### config.mk
export PLATFORM = sky130hd
export DESIGN_NAME = traffic_phase_ctrl
export DESIGN_NICKNAME = d
export VERILOG_FILES = /design/src/rtl/traffic_pkg.sv /design/src/rtl/traffic_phase_ctrl.sv
export SDC_FILE = /design/constraint.sdc
export NUM_CORES = 1
export LEC_CHECK = 0
export BUFFER_PORTS_ARGS = -buffer_cell sky130_fd_sc_hd__buf_2
export CORE_AREA = 2 2 39 41
export DETAILED_ROUTE_END_ITERATION = 10
export DIE_AREA = 0 0 41 43
export GPL_TIMING_DRIVEN = 0
export PLACE_DENSITY_LB_ADDON = 0.08
export SLEW_MARGIN = 20
export SYNTH_ARGS = -nofsm -noshare
export SYNTH_HDL_FRONTEND = slang
export SYNTH_SLANG_ARGS = --single-unit
### constraint.sdc
create_clock -name clk -period 1.5 [get_ports clk]
set_clock_uncertainty 0.05 [all_clocks]
set_input_delay 0.3 -clock clk [delete_from_list [all_inputs] [get_ports clk]]
set_output_delay 0.3 -clock clk [all_outputs]
set_load 0.02 [all_outputs]
### src/rtl/traffic_pkg.sv
// Shared definitions for the intersection phase controller and its neighbours.
// Provides the phase encoding, the one-hot light codes, the default durations,
// and the phase-to-light decode that the down-counter and display blocks reuse.
package traffic_pkg;

  // Phase FSM encoding, 3 bits. WALK exists only when the pedestrian feature is built.
  typedef enum logic [2:0] {
    PH_NS_G = 3'd0,
    PH_NS_Y = 3'd1,
    PH_RED1 = 3'd2,
    PH_EW_G = 3'd3,
    PH_EW_Y = 3'd4,
    PH_RED2 = 3'd5,
    PH_WALK = 3'd6
  } phase_e;

  // One-hot lamp codes, bit order {red, yellow, green}.
  localparam logic [2:0] RED = 3'b100;
  localparam logic [2:0] YEL = 3'b010;
  localparam logic [2:0] GRN = 3'b001;

  // Default phase durations in down-counter ticks.
  localparam int unsigned DEF_GREEN_NS_T = 20;
  localparam int unsigned DEF_GREEN_EW_T = 15;
  localparam int unsigned DEF_YELLOW_T   = 3;
  localparam int unsigned DEF_RED_T      = 2;
  localparam int unsigned DEF_WALK_T     = 10;

  // Returns {ns_light, ew_light} for a phase. Any phase that is not a green or
  // yellow phase (including unused encodings) shows red both ways, so the
  // decode can never light two conflicting directions.
  function automatic logic [5:0] phase_lights(input logic [2:0] ph);
    logic [5:0] l;
    l = {RED, RED};
    case (ph)
      PH_NS_G: l = {GRN, RED};
      PH_NS_Y: l = {YEL, RED};
      PH_EW_G: l = {RED, GRN};
      PH_EW_Y: l = {RED, YEL};
      default: l = {RED, RED};
    endcase
    return l;
  endfunction

endpackage

### src/rtl/traffic_phase_ctrl.sv
// Purpose: phase FSM for the intersection; sequences NS/EW lights and loads the down-counter.
// Latency: outputs decode the state register; a phase of duration D lasts D+2 clk edges.
// Backpressure: none; a stalled counter (never reaching zero) simply holds the current phase.
//
// Ports:
//   clk, rst_n      rising-edge clock, asynchronous active-low reset
//   counter_value   6-bit value returned by the down-counter
//   ped_req         pedestrian request, level or pulse (TRAFFIC_PED_EN builds only)
//   timer_value     6-bit load value to the down-counter (0 for one cycle on each entry)
//   ns_light        one-hot {red, yellow, green} for north-south
//   ew_light        one-hot {red, yellow, green} for east-west
//   phase           current FSM state encoding
//   walk            walk lamp (TRAFFIC_PED_EN builds only)
//
// Build option: define TRAFFIC_PED_EN to add the pedestrian WALK phase.
module traffic_phase_ctrl
  import traffic_pkg::*;
#(
  parameter int unsigned GREEN_NS_T = DEF_GREEN_NS_T,
  parameter int unsigned GREEN_EW_T = DEF_GREEN_EW_T,
  parameter int unsigned YELLOW_T   = DEF_YELLOW_T,
  parameter int unsigned RED_T      = DEF_RED_T,
  parameter int unsigned WALK_T     = DEF_WALK_T
) (
  input  logic       clk,
  input  logic       rst_n,
  input  logic [5:0] counter_value,
`ifdef TRAFFIC_PED_EN
  input  logic       ped_req,
`endif
  output logic [5:0] timer_value,
  output logic [2:0] ns_light,
  output logic [2:0] ew_light,
  output logic [2:0] phase
`ifdef TRAFFIC_PED_EN
  ,
  output logic       walk
`endif
);

  // Durations must fit the 6-bit counter and be nonzero; a zero duration would
  // be indistinguishable from the gap value and the counter would never reload.
  if (GREEN_NS_T < 1 || GREEN_NS_T > 63) begin : g_bad_green_ns
    $error("GREEN_NS_T must be in 1..63");
  end
  if (GREEN_EW_T < 1 || GREEN_EW_T > 63) begin : g_bad_green_ew
    $error("GREEN_EW_T must be in 1..63");
  end
  if (YELLOW_T < 1 || YELLOW_T > 63) begin : g_bad_yellow
    $error("YELLOW_T must be in 1..63");
  end
  if (RED_T < 1 || RED_T > 63) begin : g_bad_red
    $error("RED_T must be in 1..63");
  end
  if (WALK_T < 1 || WALK_T > 63) begin : g_bad_walk
    $error("WALK_T must be in 1..63");
  end

  // Legacy-style state constants, aliased from the shared package encoding.
  localparam logic [2:0] S_NS_G = PH_NS_G;
  localparam logic [2:0] S_NS_Y = PH_NS_Y;
  localparam logic [2:0] S_RED1 = PH_RED1;
  localparam logic [2:0] S_EW_G = PH_EW_G;
  localparam logic [2:0] S_EW_Y = PH_EW_Y;
  localparam logic [2:0] S_RED2 = PH_RED2;
  localparam logic [2:0] S_WALK = PH_WALK;

  localparam logic [5:0] D_GREEN_NS = GREEN_NS_T[5:0];
  localparam logic [5:0] D_GREEN_EW = GREEN_EW_T[5:0];
  localparam logic [5:0] D_YELLOW   = YELLOW_T[5:0];
  localparam logic [5:0] D_RED      = RED_T[5:0];
  localparam logic [5:0] D_WALK     = WALK_T[5:0];

  logic [2:0] state;
  logic [2:0] state_nxt;
  logic       gap;        // high for the single cycle following every state entry
  logic       armed;      // counter has been seen nonzero in this phase
  logic       advance;
  logic       cnt_zero;
  logic [5:0] phase_dur;
  logic       pend;       // pedestrian request waiting for the next all-red exit
  logic       next_ns;    // which green the WALK phase displaced (1 = NS)

  assign cnt_zero = (counter_value == 6'd0);

  // A zero is only trusted once the counter has been seen loaded with this
  // phase's duration; this filters the stale zero left over from the gap.
  assign advance = !gap && armed && cnt_zero;

  always_comb begin
    state_nxt = state;
    case (state)
      S_NS_G:  state_nxt = S_NS_Y;
      S_NS_Y:  state_nxt = S_RED1;
      S_RED1:  state_nxt = pend ? S_WALK : S_EW_G;
      S_EW_G:  state_nxt = S_EW_Y;
      S_EW_Y:  state_nxt = S_RED2;
      S_RED2:  state_nxt = pend ? S_WALK : S_NS_G;
      S_WALK:  state_nxt = next_ns ? S_NS_G : S_EW_G;
      default: state_nxt = S_RED2;
    endcase
  end

  always_comb begin
    phase_dur = D_RED;
    case (state)
      S_NS_G:  phase_dur = D_GREEN_NS;
      S_NS_Y:  phase_dur = D_YELLOW;
      S_RED1:  phase_dur = D_RED;
      S_EW_G:  phase_dur = D_GREEN_EW;
      S_EW_Y:  phase_dur = D_YELLOW;
      S_RED2:  phase_dur = D_RED;
      S_WALK:  phase_dur = D_WALK;
      default: phase_dur = D_RED;
    endcase
  end

  always_ff @(posedge clk or negedge rst_n) begin
    if (!rst_n) begin
      state <= S_RED2;
      gap   <= 1'b1;
      armed <= 1'b0;
    end else if (advance) begin
      state <= state_nxt;
      gap   <= 1'b1;
      armed <= 1'b0;
    end else begin
      gap <= 1'b0;
      if (!gap && !cnt_zero) begin
        armed <= 1'b1;
      end
    end
  end

`ifdef TRAFFIC_PED_EN
  // Requests are latched until the next all-red exit; anything arriving while
  // WALK is already showing is dropped since the pedestrian is being served.
  always_ff @(posedge clk or negedge rst_n) begin
    if (!rst_n) begin
      pend    <= 1'b0;
      next_ns <= 1'b0;
    end else if (advance && (state_nxt == S_WALK)) begin
      pend    <= 1'b0;
      next_ns <= (state == S_RED2);
    end else if (ped_req && (state != S_WALK)) begin
      pend <= 1'b1;
    end
  end

  assign walk = (state == S_WALK);
`else
  assign pend    = 1'b0;
  assign next_ns = 1'b1;
`endif

  // Zero during the gap forces a visible value change to the counter, so it
  // reloads even when consecutive phases share a duration.
  assign timer_value = gap ? 6'd0 : phase_dur;
  assign phase       = state;
  assign {ns_light, ew_light} = phase_lights(state);

endmodule

==> metrics.cfg, run 1 <==
[run_status]
run_status=finished with violations
failed_checks=setup timing

[sta]
hold_viol_final=0
min_period_over_period_pct=117.6
fin_crit_ns=1.764
setup_viol=11
finalWorstSetupSlack_ns=-0.2644
report.final.slew_viol_count=0
fmax_mhz=566.8
grt_setup_unrepaired=yes

[yosys]
synth_enable_flop_cells=0
synth_area_leaders=dfstp_2 (20%), dfrtp_1 (13%), nor4b_4 (6.1%)
ys_ff_latch=5
netlist_top_cells_count=inv_1 (4), nand2_1 (4), nor2_1 (4)
ys_seq_area_share_pct=33.33
syn_nets=51
ys.warnings.count=0
syn_avg_cell_area_um2=8.991
ys.flop_type=dfstp_2
postSynth.asyncResetShare_pct=100.0
synth_area_leader_cell=dfstp_2
synth_cells=43
synth_top_area_share_pct=20.39
synth_area_um2=386.6
synth_cell_types=25

[floorplanning]
fp.dieH_um=43
die_w_um=41
rows=14
initial_core_util_pct=27.94
dieArea_um2=1763
coreArea_um2=1384
io_pins=23

[critical_path]
path_delay_family=flip-flops
max_stage_delay_ns=0.54
critPathLaunch=phase[0]$_DFFE_PN1P_
critPathBufInv=2
crit_required_ns=1.15
r2r-start=phase[0]$_DFFE_PN1P_
worst_setup_path_end_kind=output port
crit_type=reg2out
path_max_fanout=6
arrival_ns=1.41
slowest_stage=dfstp_2
cp-start-kind=register
worstPathCellList=buf_8, nand2_8, a211oi_4, buf_6

[cells_and_area]
syn2layout_area_growth_pct=115.5
fin_cells=98
diodes=0
drive_gt1_share_pct=79.27
nNetsFinal=91
n_fill_cell=127

[min_path]
hold_start=counter_value[2]
hp-class=in2reg

[clock_tree]
path_clk_slew_ns=0.04
cts_made_buffers=3
cts_tree=done
insertion_delay_ns=0.24
cts_root_buf=clkbuf_4
cts_sinks=5
cts_max_level=1
clockBufferDepth=2

[pwr]
cellInternalPower_mw=0.6843
seq_power_share_pct=16.4
leakage_nw=0.3951
combPwrFrac_pct=70.3
p_per_area_nw_per_um2=1391
power.clock.fraction_pct=13.4
switching_power_mw=0.4752
power.total_mw=1.159
peakVddDrop_uv=689.4
switching_share_pct=40.99

[global_routing]
grt_pass1_wl_mm=1.607
grt_overflow=0
grt_pass1_vias=401
grt_util_all_layers_pct=14.34
antenna_found_initial=0
grt_max_degree=11

[drt]
ant_nets=0
totalWireLength_mm=1.154
dr.pass1.iters=2
drc_errors=0
wl_per_cell_um=11.78
drt-initial-drc-count=3
viasPerCell=4.612
vias=452

[place]
place.gp.congestion=0.6851
portBuffers=21
place_inst=80

[run]
cap_violations=0

==> power by group through the flow <==
stage | combinational, mW | sequential, mW | clock, mW
finish | 0.815 | 0.190 | 0.155
global route | 0.862 | 0.192 | 0.169
CTS | 0.695 | 0.189 | 0.159
detailed placement | 0.537 | 0.188 | 0
global placement | 0.540 | 0.187 | 0
floorplan | 0.382 | 0.212 | 0
==> flip-flops by register name, indices dropped and copies added, names as in the netlist <==
name   cells
phase      3
armed      1
gap        1
==> tightest hold or removal path: cells and delay by family <==
kind	cells	cell delay, ns
buffers and inverters	1	0.10
and+or+nand+nor	2	0.12
xor gates and xnor gates	1	0.06
==> path summary, 6_finish.rpt <==
path	cells past startpoint	slack, ns	endpoint
hold reg to reg	2	0.49	armed$_DFFE_PN0P_
max in group asynchronous	2	0.84	gap$_DFF_PN1_
setup reg to reg	5	0.14	phase[1]$_DFFE_PN0P_
min in group asynchronous	2	0.35	phase[1]$_DFFE_PN0P_
hold / removal	4	0.30	phase[0]$_DFFE_PN1P_
setup / recovery	4	-0.26	timer_value[2]
==> per-stage QoR <==
step / cell area [um^2] / setup TNS [ns] / setup WS [ns] / hold slack (ns) / util (%)
6_report: 833.3 / -1.578 / -0.2644 / 0.2973 / 60.22
5_1_grt: 833.3 / -2.172 / -0.2991 / 0.3113 / 60.22
4_1_cts: 733.2 / -1.506 / -0.2273 / 0.2985 / 52.98
3_5_place_dp: 575.6 / -0.08053 / -0.04900 / 0.06778 / 41.59
3_3_place_gp: 575.6 / -0.09859 / -0.06917 / 0.06600 / 41.59
2_1_floorplan: 450.4 / -0.04507 / -0.04507 / -0.04559 / -
==> routing by layer <==
layer	vias up	track usage [%]	share of wire, %
met5	-	0	0
met4	0	15.33	6.4
met3	10	3.665	6.1
met2	22	20.94	50
met1	205	14.75	37
li1	215	-	-
==> area by class of cell <==
cell class,instances,area [um^2],area share (%)
well taps,16,20.02,2.402
inverters,4,17.52,2.102
plain buffers,4,48.80,5.856
clock buffers,4,26.28,3.153
multi-input cells,30,312.8,37.54
flip-flops and latches,5,130.1,15.62
repair buffers,35,277.8,33.33
==> logic make-up (layout without fill, tap and decap cells) <==
| family | after synthesis | count (layout) | synth area share, % |
|---|---|---|---|
| compound gates | 6 | 6 | 13.27 |
| xor+xnor | 2 | 2 | 4.532 |
| buf+inv | 8 | 47 | 11.33 |
| flops | 5 | 5 | 33.33 |
| other cells | 1 | 1 | 0.9699 |
| simple gates | 21 | 21 | 36.57 |
==> cell usage in the layout, fill, tap and decap left out, drive strengths merged <==
cell	n
nand2	4
o221ai	1
dlygate4sd3	1
conb	1
nand2b	2
inv	4
or2	2
nor2	4
clkbuf	4
xnor2	2
nor3	3
nor3b	1
nand3b	1
a21bo	1
dfstp	3
nor2b	1
nand3	1
nor4	1
nor4b	1
dfrtp	2
buf	38
o2bb2ai	1
a211oi	1
a21oi	2
==> what timing repair did <==
| item | 4_1_cts | 5_1_grt |
|---|---|---|
| setup endpoints to repair | 11 | 11 |
| resized for setup | 27 | 9 |
| buffers inserted | 5 | 8 |
| hold endpoints to repair | 2 | 0 |
| pin swaps | 4 | 5 |
| hold buffers | 1 | 0 |
No activity file was read; power rests on OpenSTA's default activity.
==> inputs of run 2 (changes only) <==
Settings changed: ABC_AREA set to 1.
Clock period 1.5 ns to 2.3 ns, I/O delays scaled along.
==> run 2 against run 1 <==
The flow now finishes without violations. Sequential power down 44%. Total power is 60% lower. Die area did not move. Largest cell class is now multi-input combinational cells.
==> metrics.cfg, run 2 <==
[run_status]
run_status=finished, final reports clean

[yosys]
syn_avg_cell_area_um2=6.979
ys_ff_latch=5
synth_top_area_share_pct=17.65
ys.warnings.count=0
synth_area_leader_cell=dfstp_2
ys_seq_area_share_pct=28.85
synth_enable_flop_cells=0
yosysMostFrequentCell=nand2_1
synth_cells=64
syn_nets=72
netlist_top_cells_count=nand2_1 (18), inv_1 (9), nand3_1 (5), nor2_1 (5), nor2_2 (4)
postSynth.asyncResetShare_pct=100.0
synth_area_um2=446.7
ys.flop_type=dfstp_2
synth_area_leaders=dfstp_2 (18%), nand2_1 (15%), dfrtp_1 (11%)
synth_cell_types=18

[clock_tree]
cts_sinks=5
cts_root_buf=clkbuf_4
path_clk_slew_ns=0.04
insertion_delay_ns=0.24
clockBufferDepth=2
cts_repair_resize_count=0
cts_tree=done
cts_made_buffers=3
cts_max_level=1
holdBufCountCts=1
cts_setup_buffers=0

[critical_path]
slowest_stage=dfstp_2
path_delay_family=flip-flops
critPathBufInv=2
worst_setup_path_end_kind=output port
r2r_slack_ns=1.16
worstPathCellList=buf_6, nand3_2, a31oi_1, buf_2
max_stage_delay_ns=0.53
crit_required_ns=1.79
path_max_fanout=8
r2r-end=phase[1]$_DFFE_PN0P_
ff2ff_path_depth=6
r2r-start=phase[0]$_DFFE_PN1P_
cp-start-kind=register
arrival_ns=1.39
crit_type=reg2out

[pwr]
power.total_mw=0.4667
leakage_nw=0.3703
peakVddDrop_uv=350.3
p_per_area_nw_per_um2=767.4

[cells_and_area]
syn2layout_area_growth_pct=36.13
final_cell_mix=buf_2 (21), nand2_1 (18), inv_1 (9)
nNetsFinal=99
n_fill_cell=142
diodes=0
largest_reg_flops=3
drive_gt1_share_pct=48.89
fin_util_pct=43.94
mostFrequentLayoutCell=buf_2

[place]
portBuffers=21
place.gp.congestion=0.7109
dp_hpwl_um=703.7

[floorplanning]
io_pins=23
dieArea_um2=1763
die_w_um=41
initial_core_util_pct=32.28
fp.dieH_um=43
coreArea_um2=1384
rows=14

[sta]
hold_slack_ns=0.4069
setup_viol=0
tns_ns=0
grt_setup_unrepaired=no
min_period_over_period_pct=82.43
fmax_mhz=527.5
hold_viol_final=0
report.final.slew_viol_count=0
fin_crit_ns=1.896

[drt]
viasPerCell=4.085
ant_nets=0
totalWireLength_um=902
drt-initial-drc-count=1
wl_per_cell_um=8.509
drc_errors=0
vias=433
dr.pass1.iters=2

[min_path]
hp-class=in2reg
min_to=gap$_DFF_PN1_
hold_start=counter_value[0]
hold_path_depth=4

[global_routing]
grt_overflow=0
grt_util_all_layers_pct=13.09
grt_pass1_wl_mm=1.442
grt_max_degree=9
grt_pass1_vias=357
antenna_found_initial=0

[run]
cap_violations=0

## run 2: cell count changes in the layout (fill, tap and decap cells not counted), moves of 3 or more
cell / previous run / this run
nand3_2: 0 / 3
buf_4: 15 / 2
buf_6: 11 / 2
nand2_1: 2 / 18
nor2_1: 0 / 5
buf_2: 10 / 21
inv_1: 1 / 9
nand3_1: 1 / 5
nor2_2: 1 / 4
## run 2: where the power goes
group	internal (mW)	switching (mW)
registers	0.101	0.00530
logic	0.0893	0.168
clock network	0.0657	0.0376
## run 2: worst max-delay path by stage
stage               slack [ns]                 start  cells past startpoint              to
finish                    0.40  phase[0]$_DFFE_PN1P_                      4  timer_value[0]
floorplan                 0.49  phase[0]$_DFFE_PN1P_                      5  timer_value[1]
detailed placement        0.67  phase[0]$_DFFE_PN1P_                      4  timer_value[0]
CTS                       0.39  phase[0]$_DFFE_PN1P_                      4  timer_value[0]
global placement          0.69  phase[0]$_DFFE_PN1P_                      6  timer_value[1]
global route              0.31  phase[0]$_DFFE_PN1P_                      6  timer_value[1]
## run 2: cell families after synthesis
logic type,Yosys count,synth area share (%)
DFF,5,28.85
AOI/OAI and AO/OA,4,4.762
other,1,0.8395
buffers and inverters,16,18.49
and+or+nand+nor,38,47.06
## run 2: worst reg2reg max path: stages (launching register included)
cell,delay (ns)
dfstp_2,0.53
buf_6,0.13
inv_1,0.07
nand3_1,0.08
nand2_1,0.06
nand3_1,0.07
nand2_1,0.05
## run 2: final cells by class
type                    count  area, um^2  share of cell area, %
multi-input cells          43       235.2                  38.68
repair buffers             22       115.1                  18.93
well taps                  16       20.02                  3.292
plain buffers               4       37.54                  6.173
inverters                  12       45.04                  7.407
clock buffers               4       26.28                  4.321
flip-flops and latches      5       128.9                  21.19
## run 2: layer usage
metal  track usage (%)  vias up  routed length, um
li1                  -      243                  -
met3             3.141        4                 58
met2             17.19       19                387
met5                 0        -                  0
met1             15.58      167                421
met4             14.00        0                 36
## run 2: through the flow
| step | setup slack, ns | cells | instance area, um^2 |
|---|---|---|---|
| 3_3_place_gp | 0.6873 | 101 | 571.8 |
| 6_report | 0.4041 | 106 | 608.1 |
| 2_1_floorplan | 0.4900 | 64 | 446.7 |
| 4_1_cts | 0.3933 | 106 | 608.1 |
| 3_5_place_dp | 0.6745 | 101 | 571.8 |
| 5_1_grt | 0.3051 | 106 | 608.1 |
